### src/rtl/riscv_dport_arb_pkg.sv
// Shared definitions for the two-port memory arbiter: port IDs, tag width,
// outstanding-request bounds and the arbiter FSM state type.
package riscv_dport_arb_pkg;

  localparam int TAG_W           = 11;
  localparam int OUTSTANDING_MIN = 1;
  localparam int OUTSTANDING_MAX = 8;
  localparam int CNT_W           = 4;

  localparam logic PORT_P0 = 1'b0;
  localparam logic PORT_P1 = 1'b1;

  typedef enum logic {
    ST_IDLE   = 1'b0,
    ST_LOCKED = 1'b1
  } arb_state_e;

endpackage

### src/rtl/riscv_arb_fifo.sv
// In-order FIFO of granted port IDs; one entry per accepted request, popped
// as each memory response comes back.
module riscv_arb_fifo
  import riscv_dport_arb_pkg::*;
#(
  parameter int DEPTH = 2
) (
  input  logic             clk_i,
  input  logic             rst_i,
  input  logic             push_i,
  input  logic             push_id_i,
  input  logic             pop_i,
  output logic             full_o,
  output logic             empty_o,
  output logic             head_o,
  output logic [CNT_W-1:0] count_o
);

  localparam int PTR_W = (DEPTH > 1) ? $clog2(DEPTH) : 1;

  logic             r_ids [DEPTH];
  logic [PTR_W-1:0] r_wr_ptr;
  logic [PTR_W-1:0] r_rd_ptr;
  logic [CNT_W-1:0] r_count;
  logic             w_do_push;
  logic             w_do_pop;

  // Pointers wrap at DEPTH, which need not be a power of two.
  function automatic logic [PTR_W-1:0] next_ptr(input logic [PTR_W-1:0] ptr);
    if (ptr == PTR_W'(DEPTH - 1)) return '0;
    return ptr + PTR_W'(1);
  endfunction

  assign full_o    = (r_count == CNT_W'(DEPTH));
  assign empty_o   = (r_count == '0);
  assign head_o    = r_ids[r_rd_ptr];
  assign count_o   = r_count;
  assign w_do_pop  = pop_i && !empty_o;
  assign w_do_push = push_i && (!full_o || w_do_pop);

  always_ff @(posedge clk_i) begin
    if (w_do_push) r_ids[r_wr_ptr] <= push_id_i;
  end

  always_ff @(posedge clk_i) begin
    if (rst_i) begin
      r_wr_ptr <= '0;
      r_rd_ptr <= '0;
      r_count  <= '0;
    end else begin
      if (w_do_push) r_wr_ptr <= next_ptr(r_wr_ptr);
      if (w_do_pop)  r_rd_ptr <= next_ptr(r_rd_ptr);
      case ({w_do_push, w_do_pop})
        2'b10:   r_count <= r_count + CNT_W'(1);
        2'b01:   r_count <= r_count - CNT_W'(1);
        default: r_count <= r_count;
      endcase
    end
  end

endmodule

### src/rtl/riscv_dport_arb.sv
// Round-robin arbiter sharing one memory port between the LSU (p0) and a
// secondary master (p1); responses are routed back in order via a source FIFO.
module riscv_dport_arb
  import riscv_dport_arb_pkg::*;
#(
  parameter int OUTSTANDING = 2
) (
  input  logic             clk_i,
  input  logic             rst_i,
  input  logic [31:0]      p0_addr_i,
  input  logic [31:0]      p0_data_wr_i,
  input  logic             p0_rd_i,
  input  logic [3:0]       p0_wr_i,
  input  logic             p0_cacheable_i,
  input  logic             p0_invalidate_i,
  input  logic             p0_flush_i,
  input  logic [TAG_W-1:0] p0_req_tag_i,
  output logic             p0_accept_o,
  output logic             p0_ack_o,
  output logic             p0_error_o,
  output logic [TAG_W-1:0] p0_resp_tag_o,
  output logic [31:0]      p0_data_rd_o,
  input  logic [31:0]      p1_addr_i,
  input  logic [31:0]      p1_data_wr_i,
  input  logic             p1_rd_i,
  input  logic [3:0]       p1_wr_i,
  input  logic             p1_cacheable_i,
  input  logic             p1_invalidate_i,
  input  logic             p1_flush_i,
  input  logic [TAG_W-1:0] p1_req_tag_i,
  output logic             p1_accept_o,
  output logic             p1_ack_o,
  output logic             p1_error_o,
  output logic [TAG_W-1:0] p1_resp_tag_o,
  output logic [31:0]      p1_data_rd_o,
  output logic [31:0]      mem_addr_o,
  output logic [31:0]      mem_data_wr_o,
  output logic             mem_rd_o,
  output logic [3:0]       mem_wr_o,
  output logic             mem_cacheable_o,
  output logic             mem_invalidate_o,
  output logic             mem_flush_o,
  output logic [TAG_W-1:0] mem_req_tag_o,
  input  logic             mem_accept_i,
  input  logic             mem_ack_i,
  input  logic             mem_error_i,
  input  logic [TAG_W-1:0] mem_resp_tag_i,
  input  logic [31:0]      mem_data_rd_i,
  output logic             dbg_state_o,
  output logic [CNT_W-1:0] dbg_count_o
);

  localparam int DEPTH = (OUTSTANDING < OUTSTANDING_MIN) ? OUTSTANDING_MIN :
                         (OUTSTANDING > OUTSTANDING_MAX) ? OUTSTANDING_MAX : OUTSTANDING;

  arb_state_e       r_state;
  arb_state_e       w_state_nxt;
  logic             r_lock_port;
  logic             w_lock_nxt;
  logic             r_prio;
  logic             w_req0;
  logic             w_req1;
  logic             w_grant;
  logic             w_win_req;
  logic             w_fwd;
  logic             w_push;
  logic             w_pop;
  logic             w_full;
  logic             w_empty;
  logic             w_head;
  logic [CNT_W-1:0] w_count;

  assign w_req0 = p0_rd_i | (|p0_wr_i) | p0_flush_i | p0_invalidate_i;
  assign w_req1 = p1_rd_i | (|p1_wr_i) | p1_flush_i | p1_invalidate_i;

  always_comb begin
    w_grant = PORT_P0;
    if (r_state == ST_LOCKED)  w_grant = r_lock_port;
    else if (w_req0 && w_req1) w_grant = r_prio;
    else if (w_req1)           w_grant = PORT_P1;
  end

  // Handshake: a request is taken in any cycle where it is forwarded on
  // mem_* and mem_accept_i is high; a full source FIFO suppresses forwarding.
  assign w_win_req   = (w_grant == PORT_P1) ? w_req1 : w_req0;
  assign w_fwd       = w_win_req && !w_full;
  assign w_push      = w_fwd && mem_accept_i;
  assign w_pop       = mem_ack_i && !w_empty;
  assign p0_accept_o = w_push && (w_grant == PORT_P0);
  assign p1_accept_o = w_push && (w_grant == PORT_P1);
  assign dbg_state_o = r_state;
  assign dbg_count_o = w_count;

  always_comb begin
    mem_addr_o       = '0;
    mem_data_wr_o    = '0;
    mem_rd_o         = 1'b0;
    mem_wr_o         = '0;
    mem_cacheable_o  = 1'b0;
    mem_invalidate_o = 1'b0;
    mem_flush_o      = 1'b0;
    mem_req_tag_o    = '0;
    if (w_fwd) begin
      if (w_grant == PORT_P1) begin
        mem_addr_o       = p1_addr_i;
        mem_data_wr_o    = p1_data_wr_i;
        mem_rd_o         = p1_rd_i;
        mem_wr_o         = p1_wr_i;
        mem_cacheable_o  = p1_cacheable_i;
        mem_invalidate_o = p1_invalidate_i;
        mem_flush_o      = p1_flush_i;
        mem_req_tag_o    = p1_req_tag_i;
      end else begin
        mem_addr_o       = p0_addr_i;
        mem_data_wr_o    = p0_data_wr_i;
        mem_rd_o         = p0_rd_i;
        mem_wr_o         = p0_wr_i;
        mem_cacheable_o  = p0_cacheable_i;
        mem_invalidate_o = p0_invalidate_i;
        mem_flush_o      = p0_flush_i;
        mem_req_tag_o    = p0_req_tag_i;
      end
    end
  end

  always_comb begin
    p0_ack_o      = 1'b0;
    p0_error_o    = 1'b0;
    p0_resp_tag_o = '0;
    p0_data_rd_o  = '0;
    p1_ack_o      = 1'b0;
    p1_error_o    = 1'b0;
    p1_resp_tag_o = '0;
    p1_data_rd_o  = '0;
    if (w_pop) begin
      if (w_head == PORT_P1) begin
        p1_ack_o      = 1'b1;
        p1_error_o    = mem_error_i;
        p1_resp_tag_o = mem_resp_tag_i;
        p1_data_rd_o  = mem_data_rd_i;
      end else begin
        p0_ack_o      = 1'b1;
        p0_error_o    = mem_error_i;
        p0_resp_tag_o = mem_resp_tag_i;
        p0_data_rd_o  = mem_data_rd_i;
      end
    end
  end

  // A stalled request keeps the grant so mem_* stays stable until accepted.
  always_comb begin
    w_state_nxt = r_state;
    w_lock_nxt  = r_lock_port;
    case (r_state)
      ST_IDLE: begin
        if (w_fwd && !mem_accept_i) begin
          w_state_nxt = ST_LOCKED;
          w_lock_nxt  = w_grant;
        end
      end
      ST_LOCKED: begin
        if (w_push) w_state_nxt = ST_IDLE;
      end
      default: w_state_nxt = ST_IDLE;
    endcase
  end

  always_ff @(posedge clk_i) begin
    if (rst_i) begin
      r_state     <= ST_IDLE;
      r_lock_port <= PORT_P0;
      r_prio      <= PORT_P0;
    end else begin
      r_state     <= w_state_nxt;
      r_lock_port <= w_lock_nxt;
      if (w_push) r_prio <= ~w_grant;
    end
  end

  riscv_arb_fifo #(
    .DEPTH(DEPTH)
  ) u_src_fifo (
    .clk_i     (clk_i),
    .rst_i     (rst_i),
    .push_i    (w_push),
    .push_id_i (w_grant),
    .pop_i     (w_pop),
    .full_o    (w_full),
    .empty_o   (w_empty),
    .head_o    (w_head),
    .count_o   (w_count)
  );

endmodule

### config.mk
export PLATFORM = sky130hd
export DESIGN_NAME = riscv_dport_arb
export DESIGN_NICKNAME = d
export VERILOG_FILES = /design/src/rtl/riscv_dport_arb_pkg.sv /design/src/rtl/riscv_arb_fifo.sv /design/src/rtl/riscv_dport_arb.sv
export SDC_FILE = /design/constraint.sdc
export NUM_CORES = 1
export LEC_CHECK = 0
export CORE_AREA = 2 2 154 156
export CTS_CLUSTER_DIAMETER = 50
export DETAILED_ROUTE_END_ITERATION = 10
export DIE_AREA = 0 0 156 158
export SLEW_MARGIN = 10
export SYNTH_ARGS = -nofsm -noshare
export SYNTH_HDL_FRONTEND = slang
export SYNTH_SLANG_ARGS = --single-unit
### constraint.sdc
create_clock -name clk_i -period 8 [get_ports clk_i]
set_clock_uncertainty 0.15 [all_clocks]
set_input_delay 1.2 -clock clk_i [delete_from_list [all_inputs] [get_ports clk_i]]
set_output_delay 1.2 -clock clk_i [all_outputs]
set_load 0.01 [all_outputs]
Yosys cells after proc, flatten, opt, wreduce, memory -nomap -nowiden:

Memories as Yosys holds them, arrays and structs flattened. A register that Yosys moved wholly into a read port is not among the register bits.
Index checks and enable logic that the tools add are counted.

* input bits: 214
* word-level logic and storage cells: 94
* memory bits (writable): 2
* output and inout port bits: 180
* memories: 1
* register bits: 9

* bitwise logic cells: 8
* reduce and logical (&&, ||, !) cells: 18
* muxes and demuxes: 54
* equal/unequal tests: 3
* add/subtract/negate cells: 4

Memories
* u_src_fifo.r_ids: words 2, bits a word 1, read ports 1, clocked after memory_dff 1, wr ports 1, line riscv_arb_fifo.sv:21 `logic r_ids [DEPTH];`

Operator list (number)
* $mux 32: 8
* $mux 11: 6
* $mux 1: 36
* $logic_and 1x1->1: 9
* $mux 4: 2
* $pmux 4 s2: 1
* $reduce_or 4->1: 2
* $or 1x1->1: 6
* $add 4x1->4 const B: 1
* $eq 4x2->1 const B: 1
* $logic_not 4->1: 1
* $sub 4x1->4 const B: 1
* $logic_not 1->1: 3
* $add 1x1->1 const B: 2
* $eq 2x1->1 const B: 1
* $eq 2x2->1 const B: 1
* $not 1->1: 2
* $pmux 1 s2: 1
* $reduce_and 2->1: 1
* $reduce_bool 2->1: 1
* $logic_or 1x1->1: 1

Logic depth before layout (Yosys ltp):

Gate-level depths: netlist of the first run.

* depth after elaboration: 14
* mapped depth: 12

Cells and area by module:

Synthesis of the first run repeated with hierarchy kept, for this count alone.

* cell total of the unflattened synthesis: 604
* area total of the unflattened synthesis: 4275.4 um2

By module, submodules not included
* riscv_dport_arb: cells each 552, times used 1, area each 3749.8 um2
* riscv_arb_fifo: cells each 52, times used 1, area each 525.5 um2

Worst setup path before layout of the first run:

Ideal clock, no wire load.

* kind: input to output
* start: input port p0_wr_i[1]
* end: output port mem_data_wr_o[10]
* required time: 6650 ps
* buffers on the path: 2
* stages on the path: 6
* arrival: 2490 ps
* slack: 4160 ps
* cell sequence: or4_1 nor3_2 a211o_2 buf_6 buf_4 a31oi_1

* cells in the longest elaborated chain, start to end: 10
* elaborated cells on any way between the ends: 11

RTL lines
* start, declared: line riscv_dport_arb.sv:13 `input logic [3:0] p0_wr_i,`
* $reduce_or 4->1 *: line riscv_dport_arb.sv:73 `assign w_req0 = p0_rd_i | (|p0_wr_i) | p0_flush_i | p0_invalidate_i;`
* $or 1x1->1 * (3 in a row): line riscv_dport_arb.sv:73
* $logic_and 1x1->1: line riscv_dport_arb.sv:79 `else if (w_req0 && w_req1) w_grant = r_prio;`
* $mux 1: line riscv_dport_arb.sv:79
* $mux 1: line riscv_dport_arb.sv:78 `if (r_state == ST_LOCKED) w_grant = r_lock_port;`
* $mux 1: line riscv_dport_arb.sv:85 `assign w_win_req = (w_grant == PORT_P1) ? w_req1 : w_req0;`
* $logic_and 1x1->1: line riscv_dport_arb.sv:86 `assign w_fwd = w_win_req && !w_full;`
* $mux 32 *: line riscv_dport_arb.sv:103 `if (w_fwd) begin`
* end, declared: line riscv_dport_arb.sv:37 `output logic [31:0] mem_data_wr_o,`

Mark *: on every way between the ends. The rest lies on a longest branch, timed or not.

Worst setup path after layout of the first run:

* start: input port p1_flush_i
* end: output port mem_data_wr_o[11]

* cells in the longest elaborated chain, start to end: 8
* elaborated cells on any way between the ends: 10

RTL lines
* start, declared: line riscv_dport_arb.sv:29 `input logic p1_flush_i,`
* $or 1x1->1 * (2 in a row): line riscv_dport_arb.sv:74 `assign w_req1 = p1_rd_i | (|p1_wr_i) | p1_flush_i | p1_invalidate_i;`
* $mux 1 / $logic_and 1x1->1 (equally long branches): line riscv_dport_arb.sv:80, riscv_dport_arb.sv:79
* $mux 1: line riscv_dport_arb.sv:79
* $mux 1: line riscv_dport_arb.sv:78
* $mux 1: line riscv_dport_arb.sv:85
* $logic_and 1x1->1: line riscv_dport_arb.sv:86
* $mux 32 *: line riscv_dport_arb.sv:103

Marks and branches as above.

==> results of run 1 <==
==> worst min-delay path by stage <==
stage | from | endpoint | slack, ns | cells past startpoint
floorplan | r_prio$_SDFFE_PP0N_ | r_prio$_SDFFE_PP0N_ | 0.31 | 2
global placement | u_src_fifo.r_rd_ptr$_SDFFE_PP0P_ | register | 0.33 | 2
detailed placement | u_src_fifo.r_rd_ptr$_SDFFE_PP0P_ | u_src_fifo.r_rd_ptr$_SDFFE_PP0P_ | 0.34 | 2
CTS | u_src_fifo.r_rd_ptr$_SDFFE_PP0P_ | u_src_fifo.r_rd_ptr$_SDFFE_PP0P_ | 0.35 | 2
global route | u_src_fifo.r_rd_ptr$_SDFFE_PP0P_ | u_src_fifo.r_rd_ptr$_SDFFE_PP0P_ | 0.38 | 2
finish | u_src_fifo.r_rd_ptr$_SDFFE_PP0P_ | register | 0.35 | 2
==> Yosys cell counts, types with 2 or more instances <==
library cell	n	area share [%]
and2_1	91	15
nand3_1	89	12
o211ai_1	84	17
a31oi_1	82	14
nand4_1	77	13
clkbuf_1	65	6.5
buf_2	20	2.7
dfxtp_1	10	5.3
a21oi_1	7	0.93
nor2_1	7	0.70
buf_6	4	1.2
inv_1	4	0.40
nor3_1	4	0.53
o21ai_0	4	0.53
xor2_1	4	0.93
ha_1	3	1.0
mux2i_1	3	0.80
nand2_1	3	0.30
nand2b_1	3	0.50
nor2b_1	3	0.50
or3_1	3	0.50
a21o_1	2	0.40
buf_4	2	0.40
edfxtp_1	2	1.6
nor4_1	2	0.33
o21ai_1	2	0.27
or4_1	2	0.40
==> cell usage in the layout, fill, tap and decap left out, types with 4 or more instances in the layout <==
cell / count
a31oi_1: 82
nand3_1: 89
o211ai_1: 84
nor2_1: 6
dfxtp_1: 8
o21ai_0: 4
nand4_1: 77
a21oi_1: 6
clkdlybuf4s50_1: 393
xor2_1: 4
and2_1: 91
buf_4: 11
nor3_1: 4
==> layout make-up <==
cell class	instances	area share, %
tap	290	4.61
clock buffer	3	0.955
multi-input combinational	486	39.5
sequential	12	3.37
clock inverter	1	0.0477
timing repair buffer	405	51.3
inverter	4	0.191
==> metal layers <==
layer	track usage, %	vias to the layer above
met2	33.0	374
met1	22.1	3050
met3	3.70	21
met5	0	-
li1	-	2974
met4	3.28	0
==> power by group through the flow <==
stage          registers [mW]  clock network (mW)  logic [mW]
2_1_floorplan          0.0980                   0       0.706
3_5_place_dp            0.104                   0        1.51
5_1_grt                 0.106              0.0967        1.61
6_report                0.103              0.0908        1.50
3_3_place_gp            0.103                   0        1.51
4_1_cts                 0.103              0.0930        1.52
==> registers in the layout, summed over array words and instances (netlist names), named ones only <==
signal	flops
u_src_fifo.r_rd_ptr	1
r_prio	1
dbg_state_o	1
u_src_fifo.r_ids	2
u_src_fifo.r_wr_ptr	1
r_lock_port	1
u_src_fifo.count_o	4
==> stage by stage <==
step	hold WS [ns]	utilization (%)	cell area, sq um	instances
finish	0.347	34.1	7860	1201
floorplan	0.311	-	3760	593
CTS	0.353	34.1	7860	1201
global route	0.378	34.1	7860	1201
detailed placement	0.341	33.8	7780	1197
global placement	0.333	33.8	7780	1197
==> logic make-up after synthesis <==
| family | Yosys count | synth area share [%] |
|---|---|---|
| buf+inv | 95 | 11.2 |
| xor+xnor | 4 | 0.933 |
| simple gates | 289 | 44.8 |
| mux | 4 | 1.10 |
| flops | 12 | 6.93 |
| fa+ha+maj | 3 | 0.999 |
| compound gates | 186 | 34.0 |
==> worst reg2reg max path: cells and delay by family, from the launching register on <==
family	cells	cell delay, ns
fa+ha+maj	2	0.46
simple gates	3	0.64
compound gates	3	0.75
buf+inv	2	0.87
xor+xnor	2	0.25
flops	1	0.34
==> flow_summary.ini, run 1 <==
[status]
outcome = finished, final reports clean

[route]
route.top_layer_used = met4
vias = 6419
wl_met3_microns = 2160
detail_route.first_pass.iterations = 5
route.final.wire_length_microns = 24400
drt-vias-per-instance = 5.34
wirelength_met1_microns = 9520
drc = 0
ant_nets = 0
routed_wire_length_per_instance_microns = 20.3
route.met2.wl_microns = 12300
drt_iter0_drc = 457

[cts]
clock_tree.root_cell = clkbuf_16
clock_sinks = 12
clock_latency_ns = 0.24
cts_buffers = 3
clock_transition_at_the_register_clock_pins_on_the_worst_setup_and_hold_paths_after_cts_ns = 0.04
post_cts_resized = 0
cts.htree.levels = 1
postCtsHoldBufs = 0
postCtsSetupBuffers = 0
cts_tree = done
cts_buffer_depth = 2

[layout]
fill_count = 2441
area_delta_synth_final_pct = 109
final_layout_size_suffix_gt1_share_pct = 3.40
total_area_of_sequential_cells_sq_um = 265
antenna_diode_instance_count = 0
area_of_the_multi_input_gates_sq_um = 3110
nets = 1129

[global_route]
number_of_antenna_violations_at_the_first_check_in_global_routing = 0
number_of_global_route_vias_before_repair = 5948
grt_overflow_total = 0
grt_max_degree = 91
grt_first_pass_wirelength_microns = 35400
grt_util_all_layers_pct = 18.1

[synth]
synth-warning-count = 0
netlist-cell-type-count = 38
postSynthRegisterBits = 12
synth_cells = 593
synth-async-reset-ratio_pct = 0
synth-edff-count = 2
mappedNetlistArea_sq_um = 3760
ys_seq_area_share_pct = 6.93
synth_ff_type = dfxtp_1
average_cell_area_after_synthesis_sq_um = 6.33
synth.net_count = 810

[setup_path]
cp_max_fo = 47
cp_top_family = buffers and inverters
crit_arrival_ns = 4.63
path_common_cell = clkdlybuf4s50_1
worst-endpoint-required_ns = 6.65
cp.depth = 7
regToRegSetupSlack_ns = 4.45
worstSetupStartpoint = p1_flush_i
crit_slowest_cell = a211o_2
r2r-end = u_src_fifo.count_o[2]$_SDFFE_PP0P_
cp_slowest_stage_delay_ns = 0.70
reg2reg_from = r_lock_port$_SDFFE_PP0P_
criticalPathCategory = input pin to output port
crit_end = mem_data_wr_o[11]
startpoint_type_of_the_worst_setup_path = input pin
worst-path-buf-inv = 3
cell_breakdown_of_the_critical_path = clkdlybuf4s50_1 > nor4_1 > and2_1 > a211o_2 > buf_4 > a31oi_1 > clkdlybuf4s50_1
end_kind = output port
ff2ff_path_depth = 12

[pwr]
clkPwrFrac_pct = 5.4
power.switching_fraction_pct = 46.6
power_per_cell_area_nw_per_um2 = 215
internal_power_mw = 0.903
net-switching-power_mw = 0.789
pwr-share-seq_pct = 6.1
static-leakage-power_nw = 2.50
totalPowerFinal_mw = 1.69
worst_ir_drop_vdd_mv = 0.0928
power_frac_comb_pct = 88.6

[timing]
finalWorstSetupSlack_ns = 2.02
grt_setup_unrepaired = no
finalSetupViolations = 0
finalMaxSlewViolations = 0
worst_slew_pin_tran_ns = 1.14
fmaxAchievable_mhz = 167
fin_crit_sh_pct = 74.8
timing.final.crit_period_ns = 5.98
timing_hold_violations_final = 0
worst_slew_margin_rel_pct = 24.3
totalNegativeSetupSlack_ns = 0

[floorplan]
die_x_microns = 156
initial_utilization_pct = 16.3
core_area_sq_um = 23100
fp.dieArea_sq_um = 24600
die_height_microns = 158
rows = 56
top_level_port_count = 394

[place]
port_buffers = 393
place_hpwl_microns = 17500
preCtsSetupSlack_ns = 1.94
routabilityCongestion = 0.816

[flow_run]
max_cap_violations = 0

[hold_path]
hold_path_class = register to register
(Power assumes the default switching activity.)
==> run 2: changes to the inputs <==
==> constraint.sdc (replaced) <==
create_clock -name clk_i -period 5.6 [get_ports clk_i]
set_clock_uncertainty 0.15 [all_clocks]
set_input_delay 0.84 -clock clk_i [delete_from_list [all_inputs] [get_ports clk_i]]
set_output_delay 0.84 -clock clk_i [all_outputs]
set_load 0.01 [all_outputs]
==> run 2 against run 1 <==
Register-to-register slack worse by 2.1 ns; count of clock-buffer cells in the layout grew 1; die area unchanged; non-clock buffer count increased by 11; global-route usage is 0.054 points higher; critical path type unchanged; largest cell class unchanged; largest power group unchanged.
==> flow_summary.ini, run 2 (synthesis gave the netlist of run 1 again) <==
[route]
routed_wire_length_per_instance_microns = 20.5
drt-vias-per-instance = 5.33
ant_nets = 0
drt_iter0_drc = 503
detail_route.first_pass.iterations = 6
vias = 6457
drc = 0
route.final.wire_length_microns = 24800

[setup_path]
crit_end = mem_addr_o[14]
crit_arrival_ns = 3.79
ff2ff_path_depth = 11
crit_slowest_cell = clkdlybuf4s50_1
cp_top_family = buffers and inverters
worstSetupStartpoint = p1_flush_i
cp_slowest_stage_delay_ns = 0.59
cell_breakdown_of_the_critical_path = clkdlybuf4s50_1 > nor4_1 > a21o_2 > buf_4 > o211ai_1 > a31oi_1 > clkdlybuf4s50_1
reg2reg_from = r_lock_port$_SDFFE_PP0P_
criticalPathCategory = input pin to output port
regToRegSetupSlack_ns = 2.36
r2r-end = u_src_fifo.count_o[2]$_SDFFE_PP0P_
path_common_cell = clkdlybuf4s50_1
end_kind = output port
worst-path-buf-inv = 3
cp.depth = 7
startpoint_type_of_the_worst_setup_path = input pin
worst-endpoint-required_ns = 4.61
cp_max_fo = 27

[cts]
clock_tree.root_cell = clkbuf_16
cts_buffers = 3
cts_tree = done
clock_transition_at_the_register_clock_pins_on_the_worst_setup_and_hold_paths_after_cts_ns = 0.04
cts.htree.levels = 1
post_cts_resized = 0
postCtsSetupBuffers = 0
clock_latency_ns = 0.24
postCtsHoldBufs = 0
clock_sinks = 12
cts_buffer_depth = 2

[status]
outcome = finished, final reports clean

[pwr]
net-switching-power_mw = 1.14
static-leakage-power_nw = 2.58
power_frac_comb_pct = 87.0
clkPwrFrac_pct = 5.8
power_per_cell_area_nw_per_um2 = 309
internal_power_mw = 1.33
worst_ir_drop_vdd_mv = 0.131
power.switching_fraction_pct = 46.1
pwr-share-seq_pct = 7.2

[timing]
worst_slew_pin_tran_ns = 0.979
totalNegativeSetupSlack_ns = 0
timing_hold_violations_final = 0
fin_crit_sh_pct = 85.4
finalSetupViolations = 0
worst_slew_margin_rel_pct = 34.8
finalWorstSetupSlack_ns = 0.815
fin_hold_ws_ns = 0.354
timing.final.crit_period_ns = 4.78
fmaxAchievable_mhz = 209
finalMaxSlewViolations = 0
grt_setup_unrepaired = no

[flow_run]
max_cap_violations = 0

[floorplan]
initial_utilization_pct = 16.3
rows = 56
fp.dieArea_sq_um = 24600
core_area_sq_um = 23100
die_x_microns = 156
top_level_port_count = 394
die_height_microns = 158

[layout]
largest_reg_flops = 4
area_delta_synth_final_pct = 113
nets = 1140
finish.instance_area_sq_um = 7990
fill_count = 2460
final_layout_size_suffix_gt1_share_pct = 4.66
layout.cells.most_common = clkdlybuf4s50_1
area_of_the_multi_input_gates_sq_um = 3110
commonest_cells_after_routing_fill_and_taps_aside = 393 x clkdlybuf4s50_1, 91 x and2_1, 89 x nand3_1
antenna_diode_instance_count = 0
total_area_of_sequential_cells_sq_um = 265
final_core_util_pct = 34.7

[place]
preCtsSetupSlack_ns = 0.801
port_buffers = 393
placed_standard_cell_area_sq_um = 7910
place_hpwl_microns = 18400
routabilityCongestion = 0.783

[global_route]
number_of_global_route_vias_before_repair = 5943
grt_overflow_total = 0
number_of_antenna_violations_at_the_first_check_in_global_routing = 0
grt_max_degree = 85
grt_first_pass_wirelength_microns = 35300
grt_util_all_layers_pct = 18.2

[hold_path]
hold_path_class = register to register
[run 2: changes by cell type in the layout (fill, tap and decap cells not counted), sizes merged]
cell	change
buf	+11
clkbuf	+1
clkinv	-1
[run 2: routing by layer]
layer | GRT usage [%] | routed length, microns | part of all wire, %
met5 | 0 | 0 | 0
met4 | 3.67 | 353 | 1.4
met3 | 4.33 | 2120 | 8.5
met2 | 32.2 | 12200 | 49
met1 | 22.4 | 10100 | 41
[run 2: worst register-to-register path, delay by kind of cell (launching register included)]
kind | cells | cell delay, ns
adders and majority gates | 2 | 0.45
buffers and inverters | 1 | 0.12
and+or+nand+nor | 3 | 0.61
DFF | 1 | 0.85
AOI/OAI and AO/OA | 3 | 0.73
xor gates and xnor gates | 2 | 0.25
[run 2: stage by stage]
step	total power, mW	std cells
floorplan	1.15	593
global placement	2.34	1208
detailed placement	2.33	1208
CTS	2.49	1212
global route	2.63	1212
finish	2.47	1212
[run 2: how the worst min path moves through the flow]
stage	startpoint	slack (ns)	cells past startpoint	end
after CTS	u_src_fifo.r_rd_ptr$_SDFFE_PP0P_	0.36	2	register
after global routing	u_src_fifo.r_rd_ptr$_SDFFE_PP0P_	0.39	2	register
after detailed placement	u_src_fifo.r_rd_ptr$_SDFFE_PP0P_	0.35	2	register
after global placement	u_src_fifo.r_rd_ptr$_SDFFE_PP0P_	0.34	2	u_src_fifo.r_rd_ptr$_SDFFE_PP0P_
after floorplan	r_prio$_SDFFE_PP0N_	0.31	2	r_prio$_SDFFE_PP0N_
final	u_src_fifo.r_rd_ptr$_SDFFE_PP0P_	0.35	2	register
[run 2: final cells by class]
class	count	share of cell area (%)
inverter	4	0.188
clock buffer	4	1.11
sequential	12	3.32
timing repair buffer	416	52.0
tap	290	4.54
multi-input combinational	486	38.8
[run 2: power groups by stage]
stage / clock network, mW / logic [mW] / registers (mW)
after floorplan: 0 / 1.01 / 0.140
after global placement: 0 / 2.16 / 0.178
after detailed placement: 0 / 2.15 / 0.179
after CTS: 0.148 / 2.17 / 0.178
after global routing: 0.151 / 2.30 / 0.183
final: 0.144 / 2.15 / 0.177
